[src/rtl/arb3_pkg.sv]
// Shared types and helpers for the 3-client arbiter lease guard.
package arb3_pkg;

  localparam int unsigned NCLIENT = 3;

  typedef enum logic [1:0] {
    IDLE   = 2'd0,
    HOLD   = 2'd1,
    REVOKE = 2'd2,
    COOL   = 2'd3
  } lease_state_e;

  function automatic logic is_onehot(input logic [NCLIENT-1:0] v);
    return (v == 3'b001) || (v == 3'b010) || (v == 3'b100);
  endfunction

  function automatic logic [1:0] onehot_idx(input logic [NCLIENT-1:0] v);
    logic [1:0] idx;
    idx = 2'd0;
    if (v[1]) idx = 2'd1;
    if (v[2]) idx = 2'd2;
    return idx;
  endfunction

  function automatic logic [NCLIENT-1:0] idx_onehot(input logic [1:0] i);
    logic [NCLIENT-1:0] base;
    base = 3'b001;
    return base << i;
  endfunction

endpackage

[src/rtl/arb3_sat_cnt.sv]
// Saturating up-counter with clear and load-one; used for tenure and grant statistics.
module arb3_sat_cnt #(
  parameter int unsigned W   = 8,
  parameter int unsigned MAX = 255
) (
  input  logic         clk,
  input  logic         rst_n,
  input  logic         clr,
  input  logic         start,
  input  logic         inc,
  output logic [W-1:0] q
);

  localparam logic [W-1:0] QMAX = W'(MAX);

  always_ff @(posedge clk or negedge rst_n) begin
    if (!rst_n) begin
      q <= '0;
    end else if (clr) begin
      q <= '0;
    end else if (start) begin
      q <= W'(1);
    end else if (inc && (q != QMAX)) begin
      q <= q + W'(1);
    end
  end

endmodule

[src/rtl/arb3_lease_guard.sv]
// Lease/fairness guard around a 3-way mutex arbiter: times tenure, revokes and cools down holders.
// Optional per-client grant statistics when ARB3_LEASE_STATS_EN is defined.
module arb3_lease_guard
  import arb3_pkg::*;
#(
  parameter int unsigned MAX_HOLD = 8,
  parameter int unsigned COOL_CYC = 4
`ifdef ARB3_LEASE_STATS_EN
  ,
  parameter int unsigned CNT_W    = 8
`endif
) (
  input  logic                            clk,
  input  logic                            rst_n,
  input  logic [NCLIENT-1:0]              req,
  input  logic [NCLIENT-1:0]              grant,
  output logic [NCLIENT-1:0]              req_gated,
  output logic [NCLIENT-1:0]              block,
  output logic [1:0]                      owner,
  output logic                            owner_vld,
  output logic [$clog2(MAX_HOLD+1)-1:0]   hold_cnt,
  output logic                            revoke,
  output logic                            err_multi
`ifdef ARB3_LEASE_STATS_EN
  ,
  output logic [NCLIENT*CNT_W-1:0]        grant_cnt
`endif
);

  localparam int unsigned HW = $clog2(MAX_HOLD + 1);
  localparam int unsigned CW = $clog2(COOL_CYC + 1);
  localparam logic [HW-1:0] HMAX    = HW'(MAX_HOLD);
  localparam logic [CW-1:0] COOL_LD = CW'(COOL_CYC);

  lease_state_e state, state_d;
  logic [CW-1:0]      cool_cnt, cool_d;
  logic [1:0]         owner_d, g_idx;
  logic               g_one, g_multi, same_owner;
  logic               trk_clr, trk_start, trk_inc, trk_exp;
  logic [HW-1:0]      hold_nxt;
  logic               do_trk, rev_fire, cool_done;
  logic               hold_clr, hold_start, hold_inc;
  logic [NCLIENT-1:0] block_d;
  logic               revoke_d, vld_d;

  assign g_one      = is_onehot(grant);
  assign g_multi    = (grant != '0) && !g_one;
  assign g_idx      = onehot_idx(grant);
  assign same_owner = g_one && (g_idx == owner) && (hold_cnt != '0);
  assign req_gated  = req & ~block;

  // Lease tracker shared by every state that follows the live grant.
  always_comb begin
    trk_clr   = 1'b0;
    trk_start = 1'b0;
    trk_inc   = 1'b0;
    hold_nxt  = '0;
    if (!g_one)          trk_clr   = 1'b1;
    else if (same_owner) trk_inc   = 1'b1;
    else                 trk_start = 1'b1;
    if (trk_start)    hold_nxt = HW'(1);
    else if (trk_inc) hold_nxt = (hold_cnt == HMAX) ? hold_cnt : hold_cnt + HW'(1);
    trk_exp = g_one && (hold_nxt == HMAX);
  end

  always_comb begin
    state_d   = state;
    cool_d    = cool_cnt;
    do_trk    = 1'b0;
    cool_done = 1'b0;
    if (g_multi) begin
      state_d = IDLE;
      cool_d  = '0;
    end else begin
      case (state)
        IDLE, HOLD: begin
          do_trk  = 1'b1;
          state_d = g_one ? HOLD : IDLE;
        end
        REVOKE: begin
          if (grant != idx_onehot(owner)) begin
            do_trk  = 1'b1;
            cool_d  = COOL_LD;
            state_d = COOL;
          end
        end
        COOL: begin
          do_trk = 1'b1;
          if (cool_cnt <= CW'(1)) begin
            cool_done = 1'b1;
            cool_d    = '0;
            state_d   = g_one ? HOLD : IDLE;
          end else begin
            cool_d = cool_cnt - CW'(1);
          end
        end
        default: state_d = IDLE;
      endcase
      // An expiring lease wins over every other transition, including a finishing cooldown.
      if (do_trk && trk_exp) state_d = REVOKE;
    end
  end

  assign rev_fire   = do_trk && trk_exp;
  assign hold_clr   = g_multi || (do_trk && trk_clr);
  assign hold_start = do_trk && trk_start;
  assign hold_inc   = do_trk && trk_inc;
  assign owner_d    = hold_start ? g_idx : owner;

  always_comb begin
    block_d  = block;
    revoke_d = 1'b0;
    if (g_multi) begin
      block_d = '0;
    end else if (rev_fire) begin
      block_d  = idx_onehot(owner_d);
      revoke_d = 1'b1;
    end else if (cool_done) begin
      block_d = '0;
    end
    vld_d = (state_d == HOLD) || (state_d == REVOKE);
  end

  always_ff @(posedge clk or negedge rst_n) begin
    if (!rst_n) begin
      state     <= IDLE;
      cool_cnt  <= '0;
      owner     <= '0;
      owner_vld <= 1'b0;
      block     <= '0;
      revoke    <= 1'b0;
      err_multi <= 1'b0;
    end else begin
      state     <= state_d;
      cool_cnt  <= cool_d;
      owner     <= owner_d;
      owner_vld <= vld_d;
      block     <= block_d;
      revoke    <= revoke_d;
      err_multi <= err_multi | g_multi;
    end
  end

  arb3_sat_cnt #(
    .W   (HW),
    .MAX (MAX_HOLD)
  ) u_hold (
    .clk   (clk),
    .rst_n (rst_n),
    .clr   (hold_clr),
    .start (hold_start),
    .inc   (hold_inc),
    .q     (hold_cnt)
  );

`ifdef ARB3_LEASE_STATS_EN
  logic [NCLIENT-1:0] grant_q;

  always_ff @(posedge clk or negedge rst_n) begin
    if (!rst_n) grant_q <= '0;
    else        grant_q <= grant;
  end

  for (genvar i = 0; i < NCLIENT; i++) begin : g_stat
    arb3_sat_cnt #(
      .W   (CNT_W),
      .MAX ((2 ** CNT_W) - 1)
    ) u_cnt (
      .clk   (clk),
      .rst_n (rst_n),
      .clr   (1'b0),
      .start (1'b0),
      .inc   (grant[i] & ~grant_q[i]),
      .q     (grant_cnt[i*CNT_W +: CNT_W])
    );
  end
`endif

endmodule

[config.mk]
export PLATFORM = sky130hd
export DESIGN_NAME = arb3_lease_guard
export DESIGN_NICKNAME = d
export VERILOG_FILES = /design/src/rtl/arb3_pkg.sv /design/src/rtl/arb3_sat_cnt.sv /design/src/rtl/arb3_lease_guard.sv
export SDC_FILE = /design/constraint.sdc
export NUM_CORES = 1
export LEC_CHECK = 0
export BUFFER_PORTS_ARGS = -buffer_cell sky130_fd_sc_hd__buf_2
export CAP_MARGIN = 10
export CORE_MARGIN = 2
export CORE_UTILIZATION = 50
export CTS_BUF_LIST = sky130_fd_sc_hd__clkbuf_4
export DETAILED_ROUTE_END_ITERATION = 7
export GPL_TIMING_DRIVEN = 0
export PLACE_DENSITY = 0.79
export SETUP_SLACK_MARGIN = 0.05
export SLEW_MARGIN = 15
export SYNTH_ARGS = -nofsm -noshare
export SYNTH_HDL_FRONTEND = slang
export SYNTH_SLANG_ARGS = --single-unit
[constraint.sdc]
create_clock -name clk -period 5.6 [get_ports clk]
set_input_delay 0.56 -clock clk [delete_from_list [all_inputs] [get_ports clk]]
set_output_delay 0.56 -clock clk [all_outputs]
set_load 0.005 [all_outputs]
==> results.ini, run 1 <==
[timing]
finalHoldViolations=0
max-slew-margin-rel_pct=67.5
setup_viol=0
finalCriticalPeriod_ns=2.29
rsz0062_at_grt=false
drv_slew=0
period_share_pct=40.8
worst_pin_slew_ns=0.484
fin_ws_ns=3.31
fin_skew_ns=0.00780
timing.fmax_mhz=437
setup_tns_ns=0

[power]
switching_share_pct=30.2
power.internal_mw=0.183
ir_drop_mv=0.125
p_per_area_nw_per_um2=199
p_clk_share_pct=27.0
p_total_mw=0.263
p_leak_nw=0.608
switchingPower_mw=0.0793
seqPwrFrac_pct=50.3
combinationalPowerShare_pct=22.7

[clock_network]
clk_path_buf_depth=2
htreeDepth=1
worstSkewPairLatency_ns=0.29
cts_hold_buf=0
ctsRootBufferMaster=clkbuf_4
numCtsBuffers=3
cts_resized=0
clk_pin_slew_ns=0.10
cts_tree=done
postCtsSetupRepairBufs=0
clock_sinks=17

[placed_design]
pre_cts_slack_ns=3.29
place_congestion=0.806
port_buffers=22
placed_area_um2=1290
place_hpwl_um=1950

[drt]
wl_per_cell_um=13.6
drc=0
via_per_inst=5.78
drt_wl_total_um=2470
drtAntennaViolNets=0
dr.first_iter.drc_count=20
vias=1052
first_pass_iters=4

[critical_path]
critical_path_required_ns=5.79
path_cells=inv_1 > ha_1 > a211o_1 > a211o_1 > a211oi_4 > o211ai_4 > mux2_4
cp_common_cell=a211o_1
cpLargestDelayFamily=compound AO/OA/AOI/OAI gates
crit_buf_inv=1
critical-path-max-stage-delay_ns=0.48
critPathLaunchType=flip-flop
slowest_stage=dfrtp_1
critPathKind=flip-flop to flip-flop
end_kind=flip-flop
crit_path_max_fanout=7
crit_arrival_ns=2.47

[grt]
busiest_layer=met2
grt_use_total_pct=20.5
grt_pass1_vias=982
met2_usage_pct=38.6
met1_usage_pct=21.4
grt_util_met3_pct=3.74
gr-total-overflow=0
grt_max_degree=18
grt_antenna_before_repair=0
grt_pass1_wl_um=4070

[die]
io_pins=23
die_x_um=51.9
start_util_pct=52.3
die_h_um=51.9
placeableCoreArea_um2=2190
rows=17
dieArea_um2=2690

[logic_synthesis]
synthCells=128
avgSynthCellArea_um2=8.94
synth_seq_area_share_pct=37.2
synth-edff-count=0
ys_seq_elements=17
ys_types=43
ys_warn_count=0
synth-async-reset-ratio_pct=100
synthesis.nets=140
synth_ff_type=dfrtp_1
syn-cell-area_um2=1140

[cells_and_area]
n_fill_cell=200
nNetsFinal=167
finish.instance_area_um2=1320
antennaDiodeCount=0
layout_commonest_cell=buf_2
multiInputGateArea_um2=649
drive_gt1_share_pct=23.4
area_delta_synth_final_pct=15.3
regArea_um2=425
layout_common_cells=24 x buf_2, 20 x nand2_1, 17 x dfrtp_1, 10 x inv_1, 7 x o21ai_0

[status]
outcome=completed

[run]
maxCapViolations=0

[worst_hold_path]
hp-class=input port to asynchronous set/reset pin

-- cells by family after synthesis --
| group | Yosys count | synth area share (%) |
|---|---|---|
| DFF | 17 | 37.2 |
| muxes | 3 | 3.06 |
| adders and majority gates | 4 | 4.37 |
| xor gates and xnor gates | 3 | 2.30 |
| buffers and inverters | 15 | 6.12 |
| AOI/OAI and AO/OA | 41 | 27.0 |
| and+or+nand+nor | 45 | 20.0 |
-- flip-flops by register name, indices dropped and copies added, names as in the netlist --
register	flops
u_hold.q	4
block	3
cool_cnt	3
owner	2
state	2
err_multi	1
owner_vld	1
revoke	1
-- routing by layer --
metal  part of all wire, %  up-vias  wire [um]
met2                    53       26       1310
li1                      -      506          -
met3                   3.1        8         76
met4                   2.3        0         57
met1                    41      512       1020
met5                     0        -          0
-- power by group through the flow --
stage | logic, mW | clock network [mW] | registers [mW]
after floorplan | 0.0402 | 0 | 0.134
after global placement | 0.0563 | 0 | 0.134
after detailed placement | 0.0593 | 0 | 0.134
after CTS | 0.0595 | 0.0723 | 0.132
after global routing | 0.0656 | 0.0805 | 0.133
final | 0.0596 | 0.0710 | 0.132
-- cells in the mapped netlist (2+ instances only) --
| cell type | count | area [um^2] |
|---|---|---|
| ha_1 | 4 | 50.1 |
| nor2b_1 | 6 | 37.5 |
| o21a_1 | 2 | 15.0 |
| xor2_1 | 2 | 17.5 |
| nor2_1 | 5 | 18.8 |
| mux2i_1 | 2 | 20.0 |
| o22ai_1 | 2 | 12.5 |
| o21ai_0 | 7 | 35.0 |
| a211o_1 | 4 | 35.0 |
| o21ai_1 | 2 | 10.0 |
| nand2b_1 | 2 | 12.5 |
| a21oi_1 | 5 | 25.0 |
| nand2_1 | 20 | 75.1 |
| o32ai_1 | 2 | 17.5 |
| dfrtp_1 | 17 | 425 |
| buf_2 | 2 | 10.0 |
| a31oi_1 | 5 | 31.3 |
| and2_1 | 4 | 25.0 |
| nand3_1 | 2 | 10.0 |
| inv_1 | 10 | 37.5 |
-- path summary, 6_finish.rpt --
path	start	slack, ns	cells after the start	to
worst max-delay path	u_hold.q[0]$_DFFE_PN0P_	3.31	7	block[2]$_DFFE_PN0P_
worst min-delay path	rst_n	0.17	1	block[2]$_DFFE_PN0P_
worst max register to register	u_hold.q[0]$_DFFE_PN0P_	3.31	7	block[2]$_DFFE_PN0P_
worst min register to register	err_multi$_DFF_PN0_	0.48	1	err_multi$_DFF_PN0_
max in group asynchronous	rst_n	5.15	1	u_hold.q[1]$_DFFE_PN0P_
min in group clk	err_multi$_DFF_PN0_	0.48	1	err_multi$_DFF_PN0_
-- metrics by stage --
stage / util, % / hold slack [ns] / std cells
global route: 60.3 / 0.182 / 182
finish: 60.3 / 0.169 / 182
floorplan: - / 0.264 / 128
global placement: 58.9 / 0.445 / 178
detailed placement: 58.9 / 0.470 / 178
CTS: 60.3 / 0.179 / 182
-- cell type report --
class | count | area share [%]
tap | 28 | 2.65
clock buffer | 4 | 2.27
multi-input combinational | 96 | 49.2
buffer | 5 | 2.46
sequential | 17 | 32.2
timing repair buffer | 22 | 8.34
inverter | 10 | 2.84
No activity file was read; power rests on OpenSTA's default activity.
==> run 2: changes to the inputs <==
- clock period: 5.6 -> 2.2 ns (I/O delays scaled with it)
==> run 2 against run 1 <==
Count of clock-buffer cells in the layout unchanged. Critical path type unchanged. Maximum frequency is 8.7% higher. Power rose to 2.6 times the previous value. Cell count up 3.3%. Setup slack got worse by 3.2 ns. Cell area up 5.8%. First-iteration DRC count shrank 5.0%. Highest routed layer unchanged. Sequential share of layout area shrank 1.6 points. Critical endpoint unchanged. Flip-flop and latch count unchanged.
==> results.ini, run 2 (same netlist as run 1, synthesis figures left out) <==
[placed_design]
place_congestion=0.806  ; unchanged
port_buffers=22  ; unchanged
pre_cts_slack_ns=-0.0719  ; was 3.29 ns
place_hpwl_um=1950  ; unchanged

[drt]
drt_wl_total_um=2580  ; was 2470 um
first_pass_iters=4  ; unchanged
vias=1084  ; was 1052
drtAntennaViolNets=0  ; unchanged
drc=0  ; unchanged
dr.first_iter.drc_count=19  ; was 20
wl_per_cell_um=13.7  ; was 13.6 um
via_per_inst=5.77  ; was 5.78

[timing]
worst_pin_slew_ns=0.497  ; was 0.484 ns
max-slew-margin-rel_pct=66.8  ; was 67.5%
period_share_pct=95.6  ; was 40.8%
setup_tns_ns=0  ; unchanged
setup_viol=0  ; unchanged
fin_ws_ns=0.0958  ; was 3.31 ns
rsz0062_at_grt=false  ; unchanged
finalCriticalPeriod_ns=2.10  ; was 2.29 ns
finalHoldViolations=0  ; unchanged
timing.fmax_mhz=475  ; was 437 MHz
drv_slew=0  ; unchanged
fin_skew_ns=0.00922  ; was 0.00780 ns

[clock_network]
cts_tree=done  ; unchanged
clk_path_buf_depth=2  ; unchanged
clock_sinks=17  ; unchanged
worstSkewPairLatency_ns=0.29  ; about the same
htreeDepth=1  ; unchanged
ctsRootBufferMaster=clkbuf_4  ; unchanged
numCtsBuffers=3  ; unchanged
clk_pin_slew_ns=0.10  ; about the same

[critical_path]
critical-path-max-stage-delay_ns=0.43  ; was 0.48 ns
critical_path_required_ns=2.39  ; was 5.79 ns
crit_arrival_ns=2.29  ; was 2.47 ns
r2r_cells=7  ; unchanged
r2r_start=u_hold.q[0]$_DFFE_PN0P_  ; unchanged
r2r_setup_slack_ns=0.1  ; was 3.31 ns
critPathKind=flip-flop to flip-flop  ; unchanged
end_kind=flip-flop  ; unchanged
path_cells=inv_2 > ha_4 > a211o_1 > a211o_1 > a211oi_4 > o211ai_4 > mux2_4  ; was inv_1 > ha_1 > a211o_1 > a211o_1 > a211oi_4 > o211ai_4 > mux2_4
r2r-end=block[2]$_DFFE_PN0P_  ; unchanged
crit_path_max_fanout=4  ; was 7
slowest_stage=dfrtp_2  ; was dfrtp_1
critPathLaunchType=flip-flop  ; unchanged
cp_common_cell=a211o_1  ; unchanged

[die]
dieArea_um2=2690  ; unchanged
io_pins=23  ; unchanged
die_h_um=51.9  ; unchanged
rows=17  ; unchanged
start_util_pct=52.3  ; unchanged
die_x_um=51.9  ; unchanged
placeableCoreArea_um2=2190  ; unchanged

[run]
maxCapViolations=0  ; unchanged

[power]
p_leak_nw=0.632  ; was 0.608 nW
p_per_area_nw_per_um2=491  ; was 199 nW/um^2
ir_drop_mv=0.315  ; was 0.125 mV

[grt]
gr-total-overflow=0  ; unchanged
grt_use_total_pct=21.6  ; was 20.5%
grt_pass1_wl_um=4280  ; was 4070 um
grt_antenna_before_repair=0  ; unchanged
grt_pass1_vias=1023  ; was 982
grt_max_degree=18  ; unchanged

[cells_and_area]
antennaDiodeCount=0  ; unchanged
nNetsFinal=173  ; was 167
top_regs=u_hold.q x4, block x3, cool_cnt x3  ; unchanged
largest_reg_flops=4  ; unchanged
layout_commonest_cell=buf_2  ; unchanged
area_delta_synth_final_pct=22.0  ; was 15.3%
regMostFlops=u_hold.q  ; unchanged
layout_common_cells=24 x buf_2, 20 x nand2_1, 15 x dfrtp_1, 9 x inv_1, 7 x o21ai_0  ; was 24 x buf_2, 20 x nand2_1, 17 x dfrtp_1, 10 x inv_1, 7 x o21ai_0
drive_gt1_share_pct=28.7  ; was 23.4%

[worst_hold_path]
hp-class=input port to flip-flop  ; was input port to asynchronous set/reset pin
hold_start=grant[2]
hold_depth=3
min_to=owner[0]$_DFF_PN0_

[status]
outcome=completed  ; unchanged

run 2: cell types whose count changed in the layout (fill, tap and decap cells not counted), sizes merged:
| cell | before | now |
|---|---|---|
| dlygate4sd3 | 0 | 1 |
| buf | 26 | 31 |
run 2: layer usage:
layer,vias to the layer above,part of all wire (%),GRT usage (%)
met5,-,0,0
met4,0,2.2,10.1
met3,8,3.7,3.74
met2,32,54,41.6
met1,524,40,22.2
li1,520,-,-
run 2: report_power, final:
group	leakage [nW]	switching [mW]	internal [mW]
registers	0.220	0.0113	0.324
logic	0.394	0.0980	0.0711
clock network	0.0184	0.0976	0.0827
total	0.632	0.207	0.478
run 2: cell type report:
type	instances	area [um^2]
multi-input cells	96	676
plain buffers	5	32.5
inverters	10	37.5
repair buffers	28	158
flip-flops and latches	17	428
fillers	191	795
well taps	28	35.0
clock buffers	4	30.0
run 2: worst max path at each step:
stage / to / depth (start not counted) / slack [ns] / from
after global placement: block[2]$_DFFE_PN0P_ / 7 / 0.02 / u_hold.q[0]$_DFFE_PN0P_
after detailed placement: block[2]$_DFFE_PN0P_ / 7 / -0.07 / u_hold.q[0]$_DFFE_PN0P_
after CTS: block[2]$_DFFE_PN0P_ / 7 / 0.06 / u_hold.q[0]$_DFFE_PN0P_
after global routing: block[2]$_DFFE_PN0P_ / 7 / 0.06 / u_hold.q[0]$_DFFE_PN0P_
final: block[2]$_DFFE_PN0P_ / 7 / 0.1 / u_hold.q[0]$_DFFE_PN0P_
after floorplan: block[2]$_DFFE_PN0P_ / 7 / 0.08 / u_hold.q[0]$_DFFE_PN0P_
run 2: through the flow:
stage	utilization [%]	total power, mW	instances	hold WS (ns)	instance area [um^2]
2_1_floorplan	-	0.443	128	-0.0756	1140
3_3_place_gp	58.9	0.484	178	0.161	1290
3_5_place_dp	58.9	0.492	178	0.160	1290
4_1_cts	63.7	0.687	188	0.304	1400
5_1_grt	63.7	0.727	188	0.306	1400
6_report	63.7	0.685	188	0.314	1400
run 2: repair_timing:
item	CTS	global route
setup endpoints to repair	1	3
gates resized for setup	7	1
hold buffers	1	0
endpoints found under the hold margin	17	0
pin swaps	4	1
buffers inserted	5	0
run 2: worst max-delay path, delay by kind of cell, from the launching register on:
kind / cells / cell delay [ns]
fa+ha+maj: 1 / 0.16
mux: 1 / 0.31
compound gates: 4 / 1.02
flops: 1 / 0.43
buf+inv: 1 / 0.07
